$ cat src/rtl/uart_arb_pkg.sv
// Shared constants for the UART transmit arbiter.
// FSM state encoding and watchdog counter width.
package uart_arb_pkg;

  localparam int TMO_W = 16;

  localparam logic [1:0] S_IDLE  = 2'd0;
  localparam logic [1:0] S_SEND  = 2'd1;
  localparam logic [1:0] S_WBUSY = 2'd2;
  localparam logic [1:0] S_WDONE = 2'd3;

endpackage

$ cat src/rtl/uart_tx_arbiter_if.sv
// Requester-side valid/ready bundle for uart_tx_arbiter.
// Two requesters share one accept vector.
interface uart_tx_arbiter_if;

  logic [1:0] req_valid;
  logic [7:0] req0_data;
  logic [7:0] req1_data;
  logic [1:0] req_ready;

  modport master (
    output req_valid,
    output req0_data,
    output req1_data,
    input  req_ready
  );

  modport slave (
    input  req_valid,
    input  req0_data,
    input  req1_data,
    output req_ready
  );

endinterface

$ cat src/rtl/rr_arbiter2.sv
// Two-way round-robin grant, purely combinational.
// rr picks the winner only when both requesters are valid.
module rr_arbiter2 (
  input  logic [1:0] req_valid,
  input  logic       rr,
  output logic [1:0] gnt,
  output logic       gnt_idx,
  output logic       gnt_any
);

  logic both;
  logic only1;

  assign both    = &req_valid;
  assign only1   = req_valid[1] & ~req_valid[0];
  assign gnt_any = |req_valid;

  always_comb begin
    gnt_idx = 1'b0;
    unique case (1'b1)
      both:    gnt_idx = rr;
      only1:   gnt_idx = 1'b1;
      default: gnt_idx = 1'b0;
    endcase
  end

  always_comb begin
    gnt = 2'b00;
    if (gnt_any) begin
      gnt = gnt_idx ? 2'b10 : 2'b01;
    end
  end

endmodule

$ cat src/rtl/uart_tx_arbiter.sv
// Round-robin share of one UART transmitter between two requesters.
// Optional watchdog on the wait states: UART_TX_ARB_TIMEOUT_EN.
module uart_tx_arbiter
  import uart_arb_pkg::*;
#(
  parameter int unsigned TIMEOUT_CYCLES = 65535
) (
  input  logic              clk,
  input  logic              reset,
  uart_tx_arbiter_if.slave  req,
  input  logic              TX_STATUS,
  output logic [7:0]        TX_DATA,
  output logic              ctrl,
  output logic              busy,
  output logic              last_grant,
  input  logic              err_clr,
  output logic              timeout_err
);

  logic [1:0] state_q, state_d;
  logic [7:0] data_q, data_d;
  logic       lg_q, lg_d;
  logic       rr_q, rr_d;

  logic [1:0] gnt;
  logic       gnt_idx;
  logic       gnt_any;
  logic       can_grant;
  logic       accept;
  logic       tmo;

  rr_arbiter2 u_rr (
    .req_valid (req.req_valid),
    .rr        (rr_q),
    .gnt       (gnt),
    .gnt_idx   (gnt_idx),
    .gnt_any   (gnt_any)
  );

  // reset gates the accept so nothing is offered while held in reset
  assign can_grant = (state_q == S_IDLE)
                   & TX_STATUS & reset & gnt_any;
  assign req.req_ready = can_grant ? gnt : 2'b00;
  assign accept = |(req.req_valid & req.req_ready);

  always_comb begin
    state_d = state_q;
    data_d  = data_q;
    lg_d    = lg_q;
    rr_d    = rr_q;
    unique case (state_q)
      S_IDLE: begin
        if (accept) begin
          data_d  = gnt_idx ? req.req1_data
                            : req.req0_data;
          lg_d    = gnt_idx;
          rr_d    = ~gnt_idx;
          state_d = S_SEND;
        end
      end
      S_SEND:  state_d = S_WBUSY;
      S_WBUSY: if (!TX_STATUS) state_d = S_WDONE;
      S_WDONE: if (TX_STATUS) state_d = S_IDLE;
      default: state_d = S_IDLE;
    endcase
    if (tmo) state_d = S_IDLE;
  end

  always_ff @(posedge clk or negedge reset) begin
    if (!reset) begin
      state_q <= S_IDLE;
      data_q  <= 8'h00;
      lg_q    <= 1'b0;
      rr_q    <= 1'b0;
    end else begin
      state_q <= state_d;
      data_q  <= data_d;
      lg_q    <= lg_d;
      rr_q    <= rr_d;
    end
  end

  assign TX_DATA    = data_q;
  assign ctrl       = (state_q == S_SEND);
  assign busy       = (state_q != S_IDLE);
  assign last_grant = lg_q;

`ifdef UART_TX_ARB_TIMEOUT_EN
  localparam logic [TMO_W-1:0] TMO_LIM =
    TMO_W'(TIMEOUT_CYCLES);

  logic [TMO_W-1:0] cnt_q, cnt_d, cnt_nxt;
  logic             err_q, err_d;
  logic             waiting;

  assign waiting = (state_q == S_WBUSY)
                 | (state_q == S_WDONE);
  assign cnt_nxt = cnt_q + 16'd1;

  always_comb begin
    cnt_d = cnt_q;
    tmo   = 1'b0;
    if (state_q == S_SEND) begin
      cnt_d = '0;
    end else if (waiting) begin
      cnt_d = cnt_nxt;
      tmo   = (cnt_nxt == TMO_LIM);
    end
    // a timeout in the same cycle as a clear keeps the flag set
    err_d = tmo     ? 1'b1 :
            err_clr ? 1'b0 : err_q;
  end

  always_ff @(posedge clk or negedge reset) begin
    if (!reset) begin
      cnt_q <= '0;
      err_q <= 1'b0;
    end else begin
      cnt_q <= cnt_d;
      err_q <= err_d;
    end
  end

  assign timeout_err = err_q;
`else
  logic unused_cfg;

  assign tmo         = 1'b0;
  assign timeout_err = 1'b0;
  assign unused_cfg  = ^{err_clr, TMO_W'(TIMEOUT_CYCLES)};
`endif

endmodule

$ cat src/flat_wrapper.sv
// flat-port wrapper written by rule: the top's interface ports become plain ports
module uart_tx_arbiter_flat import uart_arb_pkg::*;
#(
  parameter int unsigned TIMEOUT_CYCLES = 65535
)
  (clk, reset, TX_STATUS, TX_DATA, ctrl, busy, last_grant, err_clr, timeout_err, req_req_valid, req_req0_data, req_req1_data, req_req_ready);
  uart_tx_arbiter_if req_i ();
  input  logic clk;
  input  logic reset;
  input  logic TX_STATUS;
  output logic [7:0] TX_DATA;
  output logic ctrl;
  output logic busy;
  output logic last_grant;
  input  logic err_clr;
  output logic timeout_err;
  input wire logic [$bits(req_i.req_valid)-1:0] req_req_valid;
  input wire logic [$bits(req_i.req0_data)-1:0] req_req0_data;
  input wire logic [$bits(req_i.req1_data)-1:0] req_req1_data;
  output wire logic [$bits(req_i.req_ready)-1:0] req_req_ready;
  assign req_i.req_valid = req_req_valid;
  assign req_i.req0_data = req_req0_data;
  assign req_i.req1_data = req_req1_data;
  assign req_req_ready = req_i.req_ready;
  uart_tx_arbiter #(.TIMEOUT_CYCLES(TIMEOUT_CYCLES)) u_core (.clk(clk), .reset(reset), .req(req_i), .TX_STATUS(TX_STATUS), .TX_DATA(TX_DATA), .ctrl(ctrl), .busy(busy), .last_grant(last_grant), .err_clr(err_clr), .timeout_err(timeout_err));
endmodule
$ cat config.mk
export PLATFORM = sky130hd
export DESIGN_NAME = uart_tx_arbiter_flat
export DESIGN_NICKNAME = d
export VERILOG_FILES = /design/src/rtl/uart_arb_pkg.sv /design/src/rtl/uart_tx_arbiter_if.sv /design/src/rtl/rr_arbiter2.sv /design/src/rtl/uart_tx_arbiter.sv /design/src/flat_wrapper.sv
export SDC_FILE = /design/constraint.sdc
export NUM_CORES = 1
export LEC_CHECK = 0
export CAP_MARGIN = 15
export CORE_ASPECT_RATIO = 0.9
export CORE_MARGIN = 3
export CORE_UTILIZATION = 40
export DETAILED_ROUTE_END_ITERATION = 8
export MAX_ROUTING_LAYER = met4
export PLACE_DENSITY_LB_ADDON = 0.2
export SETUP_SLACK_MARGIN = 0.05
export SKIP_CTS_REPAIR_TIMING = 1
export SLEW_MARGIN = 5
export SYNTH_ARGS = -nofsm -noshare
export SYNTH_HDL_FRONTEND = slang
export SYNTH_SLANG_ARGS = --single-unit
$ cat constraint.sdc
create_clock -name clk -period 4.8 [get_ports clk]
set_clock_uncertainty 0.1 [all_clocks]
set_input_delay 0.72 -clock clk [delete_from_list [all_inputs] [get_ports clk]]
set_output_delay 0.72 -clock clk [all_outputs]
set_load 0.05 [all_outputs]
== Yosys cells after proc, flatten, opt, wreduce, memory -nomap -nowiden ==
Cells that the tools add are included.

* Register bits: 12
* Output and inout bits: 14
* Logic and storage cells: 33

* Equal/unequal tests: 6
* Mux-type cells: 9
* Bitwise gates (word level): 7
* Reductions and logical operators: 7

{| class="wikitable"
|+ Operator list
! operator !! count
|-
| 2-to-1 mux 2 bit || 6
|-
| 2-to-1 mux 8 bit || 1
|-
| case mux 2 bit (4 select lines) || 1
|-
| bitwise AND 1 bit || 4
|-
| equality test 2 bit (second input constant) || 2
|-
| != test 2 bit (second input constant) || 2
|-
| AND reduction 2 bit || 2
|-
| OR reduction 2 bit || 2
|-
| AND reduction 3 bit || 1
|-
| bitwise AND 2 bit || 1
|-
| equality test 2 x 1 -> 1 bit (second input constant) || 1
|-
| zero test 2 bit || 1
|-
| != test 2 x 1 -> 1 bit (second input constant) || 1
|-
| NOT 1 bit || 2
|-
| case mux 1 bit (2 select lines) || 1
|-
| nonzero test 2 bit || 1
|}

== Depth between registers and ports, before layout ==
Gate-level depths: netlist of the first run.

* Depth after elaboration: 10
* Gate-level depth with buffers: 7
* Gate-level depth less buffers: 6

== Modules after synthesis ==
From an unflattened synthesis of the first run, not the netlist that was laid out.

* Cells, all modules: 59
* Area, all modules: 760.7 um2

{| class="wikitable"
|+ Modules (own cells, without submodules)
! module !! times used !! cells each !! area each (um2) !! sequential area each (um2)
|-
| uart_tx_arbiter || 1 || 54 || 728.2 || 300.3
|-
| rr_arbiter2 || 1 || 5 || 32.5 || 0.0
|}

== Least setup slack after synthesis of the first run ==
No wires, ideal clock.

* Kind: input-to-output
* From: input reset
* To: output req_req_ready[1]
* Arrival: 1.310 ns
* Data required time: 3.980 ns
* Setup slack: 2.670 ns
* Stages on the path: 3
* Path through: and3_1 and3_1 buf_2

* Longest elaborated chain between the ends: 3

{| class="wikitable"
|+ RTL lines
! item !! RTL line !! RTL
|-
| start: declaration || flat_wrapper.sv:9 || <nowiki>input logic reset;</nowiki>
|-
| bitwise AND 1 bit (2 in a row) || uart_tx_arbiter.sv:42 || <nowiki>& TX_STATUS & reset & gnt_any;</nowiki>
|-
| 2-to-1 mux 2 bit || uart_tx_arbiter.sv:43 || <nowiki>assign req.req_ready = can_grant ? gnt : 2'b00;</nowiki>
|-
| end: declaration || flat_wrapper.sv:20 || <nowiki>output wire logic [$bits(req_i.req_ready)-1:0] req_req_ready;</nowiki>
|}

No other way between the ends.

== Worst setup path after layout of the first run ==
* From: input reset
* To: output req_req_ready[0]

The elaborated chain is that of the path after synthesis.

==> results of run 1 <==
==> worst min-delay path by stage <==
stage	to	depth (start not counted)
finish	u_core.last_grant	1
CTS	u_core.last_grant	1
detailed placement	u_core.last_grant	1
global placement	u_core.last_grant	1
floorplan	u_core.TX_DATA[0]	0
global route	u_core.last_grant	1
==> cell type report <==
type                    count  share of cell area [%]
repair buffers             34                    33.4
flip-flops and latches     12                    29.7
multi-input cells          33                    26.6
inverters                  11                    4.08
clock buffers               4                    3.58
well taps                  22                    2.72
==> metal layers <==
layer / share of wire [%] / vias to the layer above
met1: 39 / 281
met3: 7.4 / 2
li1: - / 282
met2: 52 / 24
met5: 0 / -
met4: 0.85 / 0
==> flip-flops by register name (all words and copies together), names as in the netlist <==
register,flops
u_core.TX_DATA,8
u_core.state_q,2
u_core.last_grant,1
u_core.rr_q,1
==> power by group <==
part           total [mW]  internal [mW]  switching, mW
registers           0.186          0.153         0.0324
logic               0.441          0.170          0.272
clock network      0.0803         0.0462         0.0341
==> cells in the final DEF, fill, tap and decap left out, types with 2 or more instances in the layout <==
cell type	Yosys	routed
and3_1	3	3
dfrtp_1	12	12
clkbuf_4	0	3
inv_1	11	11
ha_1	5	5
nand2_1	3	3
a21oi_1	2	2
a222oi_1	8	8
clkdlybuf4s50_1	0	33
==> per-stage QoR <==
stage / power, mW / instance area, µm²
after CTS: 0.716 / 1010
after floorplan: 0.491 / 646
after global routing: 0.752 / 1010
after global placement: 0.622 / 976
after detailed placement: 0.632 / 976
final: 0.707 / 1010
==> worst reg2reg max path, cell delays in order, from the launching register on <==
cell,delay (ps)
dfrtp_1,430
inv_1,120
ha_1,220
inv_1,60
or2_0,420
a222oi_1,390
inv_1,70
==> kinds of logic after synthesis <==
group                      after synthesis  synth area share, %
other                                    1                0.581
and+or+nand+nor                         10                 8.14
AOI/OAI and AO/OA                       17                 23.3
adders and majority gates                5                 9.69
DFF                                     12                 46.5
buffers and inverters                   15                 11.8
==> impl_metrics.csv, run 1 <==
group,metric,value,unit
status,status,"completed",
timing,slew_violations,0,
yosys,async_reset_ff_share,100,%
clock_tree,clock_latency,280,ps
drt,drtIter0Drc,40,
floorplanning,core,1480,µm²
layout,num-fill-cells,121,
worst_setup_path,crit_start,"reset",
drt,drt-total-wl,1.53,mm
drt,firstDrtPassIters,4,
grt,grt-ovfl-total,0,
worst_setup_path,endpoint_kind,"primary output",
timing,hold_violations,0,
grt,grt_pass1_vias,618,
grt,busiest_layer,"met2",
worst_setup_path,crit_family,"buffers and inverters",
timing,fmax,273,MHz
yosys,synth_top_area_share,46.5,%
timing,fin_ws,1130,ps
yosys,synth.most_common_cell,"dfrtp_1",
floorplanning,die_w,48.4,µm
clock_tree,cts-root-buf,"clkbuf_4",
timing,tns,0,ps
grt,grt_max_degree,15,
yosys,synth_edf_count,0,
yosys,synth.cell_area,646,µm²
pwr,p_leak,0.487,nW
timing,worstMarginPinSlew,591,ps
clock_tree,cts_sinks,12,
yosys,synth.avg_cell_area,10.8,µm²
worst_setup_path,start_kind,"input port",
floorplanning,num_rows,13,
worst_setup_path,crit_path_max_fanout,14,
yosys,synth_top_cell_by_area,"dfrtp_1",
timing,whs,381,ps
placement,port_buffers,33,
worst_setup_path,cp_slowest_cell,"clkdlybuf4s50_1",
worst_setup_path,crit_cells,5,
yosys,synth-seq-cells,12,
worst_setup_path,critical_path_class,"in -> out",
layout,layout-drive-gt1-share,7.45,%
floorplanning,die_h,44.1,µm
yosys,ys_top_cells_by_count,"12 x dfrtp_1, 11 x inv_1, 8 x a222oi_1",
pwr,p_per_area,699,nW/µm²
worst_setup_path,crit_chain,"clkdlybuf4s50_1 -> buf_4 -> and3_1 -> and3_1 -> clkdlybuf4s50_1",
yosys,yosys_warnings,0,
timing,setup_viol,0,
worst_setup_path,r2r_slack,2860,ps
drt,ant_nets,0,
placement,gp_congestion,0.625,
yosys,synthFlopType,"dfrtp_1",
floorplanning,die-area,2130,µm²
layout,fin_nets,122,
drt,vias_per_cell,5.08,
layout,syn2layout_area_growth,56.8,%
worst_hold_path,min_from,"u_core.last_grant",
layout,instances_no_fill,116,
grt,grt_pass1_wl,2.59,mm
grt,use_met3,7.74,%
pwr,ir_drop,379,µV
placement,dp_hpwl,1.18,mm
grt,antenna_found_initial,0,
worst_setup_path,reg2reg_from,"u_core.state_q[0]",
timing,fin_crit,3670,ps
drt,wire_per_inst,13.2,µm
grt,use_met1,17.3,%
timing,rsz0062_at_grt,"false",
timing,fin_crit_sh,76.4,%
clock_tree,cts.htree.levels,1,
grt,grt_util_all_layers,16.5,%
worst_setup_path,cp.required,3980,ps
layout,multi_input_area,269,µm²
flow_run,maxCapViolCount,0,
placement,place_inst,112,
drt,drc,0,
layout,antenna-diode-count,0,
clock_tree,cts_tree,"yes",
layout,seqCellArea,300,µm²
drt,num_vias,589,
clock_tree,clk_pin_slew_worst_paths,70,ps
floorplanning,initial_utilization,43.6,%
yosys,syn_inst,60,
clock_tree,cts_buffer_depth,2,
floorplanning,io_pins,36,
yosys,yosys-top-cells-area,"dfrtp_1 47%, a222oi_1 12%, ha_1 9.7%, inv_1 6.4%, buf_6 3.5%",
timing,maxSlewHeadroom,60.6,%
grt,grtUsageMet2,27.2,%
layout,utilization,68.4,%
placement,dp_slack,1120,ps
yosys,seq_area_frac_synth,46.5,%
clock_tree,numCtsBuffers,3,
worst_setup_path,crit_end,"req_req_ready[0]",
worst_setup_path,max_stage_delay,880,ps
worst_setup_path,ff2ff_path_depth,6,
worst_hold_path,hold_path_class,"reg -> reg",
worst_setup_path,cp_num_buf_inv,3,
worst_setup_path,reg2reg_to,"u_core.TX_DATA[6]",
yosys,ys_types,22,
yosys,syn-num-nets,87,
worst_setup_path,cp_data_arrival_time,2850,ps
(Power assumes the default switching activity.)
==> inputs of run 2 (changes only) <==
--- a/config.mk
+++ b/config.mk
@@ -8,7 +8,7 @@
 export CAP_MARGIN = 15
 export CORE_ASPECT_RATIO = 0.9
 export CORE_MARGIN = 3
-export CORE_UTILIZATION = 40
+export CORE_UTILIZATION = 37
 export DETAILED_ROUTE_END_ITERATION = 8
 export MAX_ROUTING_LAYER = met4
 export PLACE_DENSITY_LB_ADDON = 0.2
==> constraint.sdc (replaced) <==
create_clock -name clk -period 3.7 [get_ports clk]
set_clock_uncertainty 0.1 [all_clocks]
set_input_delay 0.555 -clock clk [delete_from_list [all_inputs] [get_ports clk]]
set_output_delay 0.555 -clock clk [all_outputs]
set_load 0.05 [all_outputs]
==> run 2 against run 1 <==
  * Clock-buffer cell count unchanged
  * Sequential share of layout area up 0.15 points
  * Worst setup slack worse by 180 ps
  * Critical path depth unchanged
  * Via count unchanged
  * Global-route usage up 0.56 points
  * Sequential cell count unchanged
  * Final cell count unchanged
  * Utilization down 3.2 points
  * Sequential power up 30%
  * Routed wire length up 8.0%
  * Largest power group unchanged
==> impl_metrics.csv, run 2 (same netlist as run 1, synthesis figures left out) <==
group,metric,value,unit
status,status,"completed",
layout,largest_reg_flops,8,
clock_tree,cts-root-buf,"clkbuf_4",
drt,dr_wl_met2,905,µm
timing,fin_crit_sh,74.3,%
timing,hold_violations,0,
pwr,p_per_area,913,nW/µm²
worst_setup_path,crit_cells,5,
pwr,netSwitchingFraction,48.0,%
worst_setup_path,cp_data_arrival_time,2090,ps
worst_setup_path,cp_num_buf_inv,3,
worst_setup_path,crit_path_max_fanout,14,
drt,drc,0,
timing,whs,401,ps
layout,final_cell_mix,"31 x clkdlybuf4s50_1, 12 x dfrtp_1, 11 x inv_1, 8 x a222oi_1, 5 x ha_1",
worst_setup_path,max_stage_delay,450,ps
timing,rsz0062_at_grt,"false",
floorplanning,die_h,45.6,µm
worst_setup_path,start_kind,"input port",
drt,drt-total-wl,1.65,mm
drt,ant_nets,0,
drt,wl_met3,89,µm
worst_hold_path,hold_path_class,"reg -> reg",
pwr,p_clk_share,11.1,%
flow_run,maxCapViolCount,0,
grt,grt_pass1_wl,2.78,mm
drt,firstDrtPassIters,4,
worst_setup_path,crit_family,"buffers and inverters",
layout,antenna-diode-count,0,
pwr,ir_drop,570,µV
pwr,power_switching,0.441,mW
pwr,p_int,0.478,mW
floorplanning,core,1550,µm²
pwr,p_leak,0.491,nW
grt,grt-ovfl-total,0,
grt,grt_util_all_layers,17.0,%
clock_tree,cts_buffer_depth,2,
timing,fmax,364,MHz
layout,mostFrequentLayoutCell,"clkdlybuf4s50_1",
worst_setup_path,cp.required,3040,ps
timing,maxSlewHeadroom,61.1,%
grt,antenna_found_initial,0,
clock_tree,cts_tree,"yes",
placement,gp_congestion,0.681,
floorplanning,io_pins,36,
clock_tree,clk_pin_slew_worst_paths,70,ps
clock_tree,clock_latency,270,ps
drt,top_layer,"met3",
worst_hold_path,hold_depth,1,
timing,setup_viol,0,
grt,grt_pass1_vias,652,
layout,design_area,1010,µm²
floorplanning,die_w,50.0,µm
timing,fin_crit,2750,ps
drt,wire_per_inst,14.3,µm
grt,grt_max_degree,15,
placement,port_buffers,33,
worst_setup_path,endpoint_kind,"primary output",
placement,dp_hpwl,1.27,mm
worst_setup_path,crit_chain,"clkdlybuf4s50_1 -> buf_4 -> and3_1 -> and3_1 -> buf_4",
worst_setup_path,ff2ff_path_depth,6,
clock_tree,cts_sinks,12,
placement,place_inst,112,
drt,num_vias,589,
drt,vias_per_cell,5.08,
pwr,power_frac_comb,62.5,%
layout,fin_nets,122,
worst_setup_path,r2r_slack,1750,ps
floorplanning,num_rows,13,
worst_setup_path,critical_path_class,"in -> out",
timing,slew_violations,0,
layout,instances_no_fill,116,
clock_tree,cts.htree.levels,1,
floorplanning,initial_utilization,41.8,%
timing,worstMarginPinSlew,584,ps
worst_setup_path,cp_slowest_cell,"clkdlybuf4s50_1",
placement,place_area,971,µm²
layout,layout-drive-gt1-share,9.57,%
drt,drtIter0Drc,25,
layout,syn2layout_area_growth,56.0,%
timing,tns,0,ps
pwr,pwr-share-seq,26.4,%
drt,wl_met1,659,µm
clock_tree,numCtsBuffers,3,
floorplanning,die-area,2280,µm²
==> run 2: worst paths after layout <==
kind                                    from                end
max reg2reg                u_core.state_q[0]  u_core.TX_DATA[5]
max in group asynchronous              reset  u_core.TX_DATA[6]
min reg2reg                u_core.last_grant  u_core.last_grant
max                                    reset   req_req_ready[0]
min in group asynchronous              reset  u_core.TX_DATA[0]
min                        u_core.last_grant  u_core.last_grant
==> run 2: power groups by stage <==
stage | Clock, mW | Sequential [mW] | Combinational (mW)
global placement | 0 | 0.240 | 0.567
CTS | 0.106 | 0.242 | 0.580
global route | 0.112 | 0.251 | 0.619
floorplan | 0 | 0.415 | 0.222
detailed placement | 0 | 0.244 | 0.577
finish | 0.102 | 0.242 | 0.575
==> run 2: through the flow <==
stage / util, % / power (mW) / setup WS, ps
2_1_floorplan: - / 0.637 / 1760
3_3_place_gp: 62.8 / 0.807 / 962
3_5_place_dp: 62.8 / 0.821 / 943
4_1_cts: 65.2 / 0.929 / 937
5_1_grt: 65.2 / 0.982 / 876
6_report: 65.2 / 0.919 / 951
==> run 2: area by class of cell <==
| class | count | area, µm² |
|---|---|---|
| inverter | 11 | 41.3 |
| sequential | 12 | 300 |
| tap | 22 | 27.5 |
| clock buffer | 4 | 36.3 |
| multi-input combinational | 33 | 269 |
| timing repair buffer | 34 | 333 |
| fill | 135 | 538 |
==> run 2: worst register-to-register path, cell delays in order (launching register included) <==
cell      delay, ps
dfrtp_1         420
inv_1           100
ha_1            240
and3_1          170
and3_1          290
a222oi_1        420
inv_1            80
==> run 2: metal layers <==
layer | global-route usage (%) | up-vias
li1 | - | 284
met1 | 17.7 | 285
met2 | 31.5 | 20
met3 | 6.89 | 0
met4 | 1.66 | 0
met5 | - | -
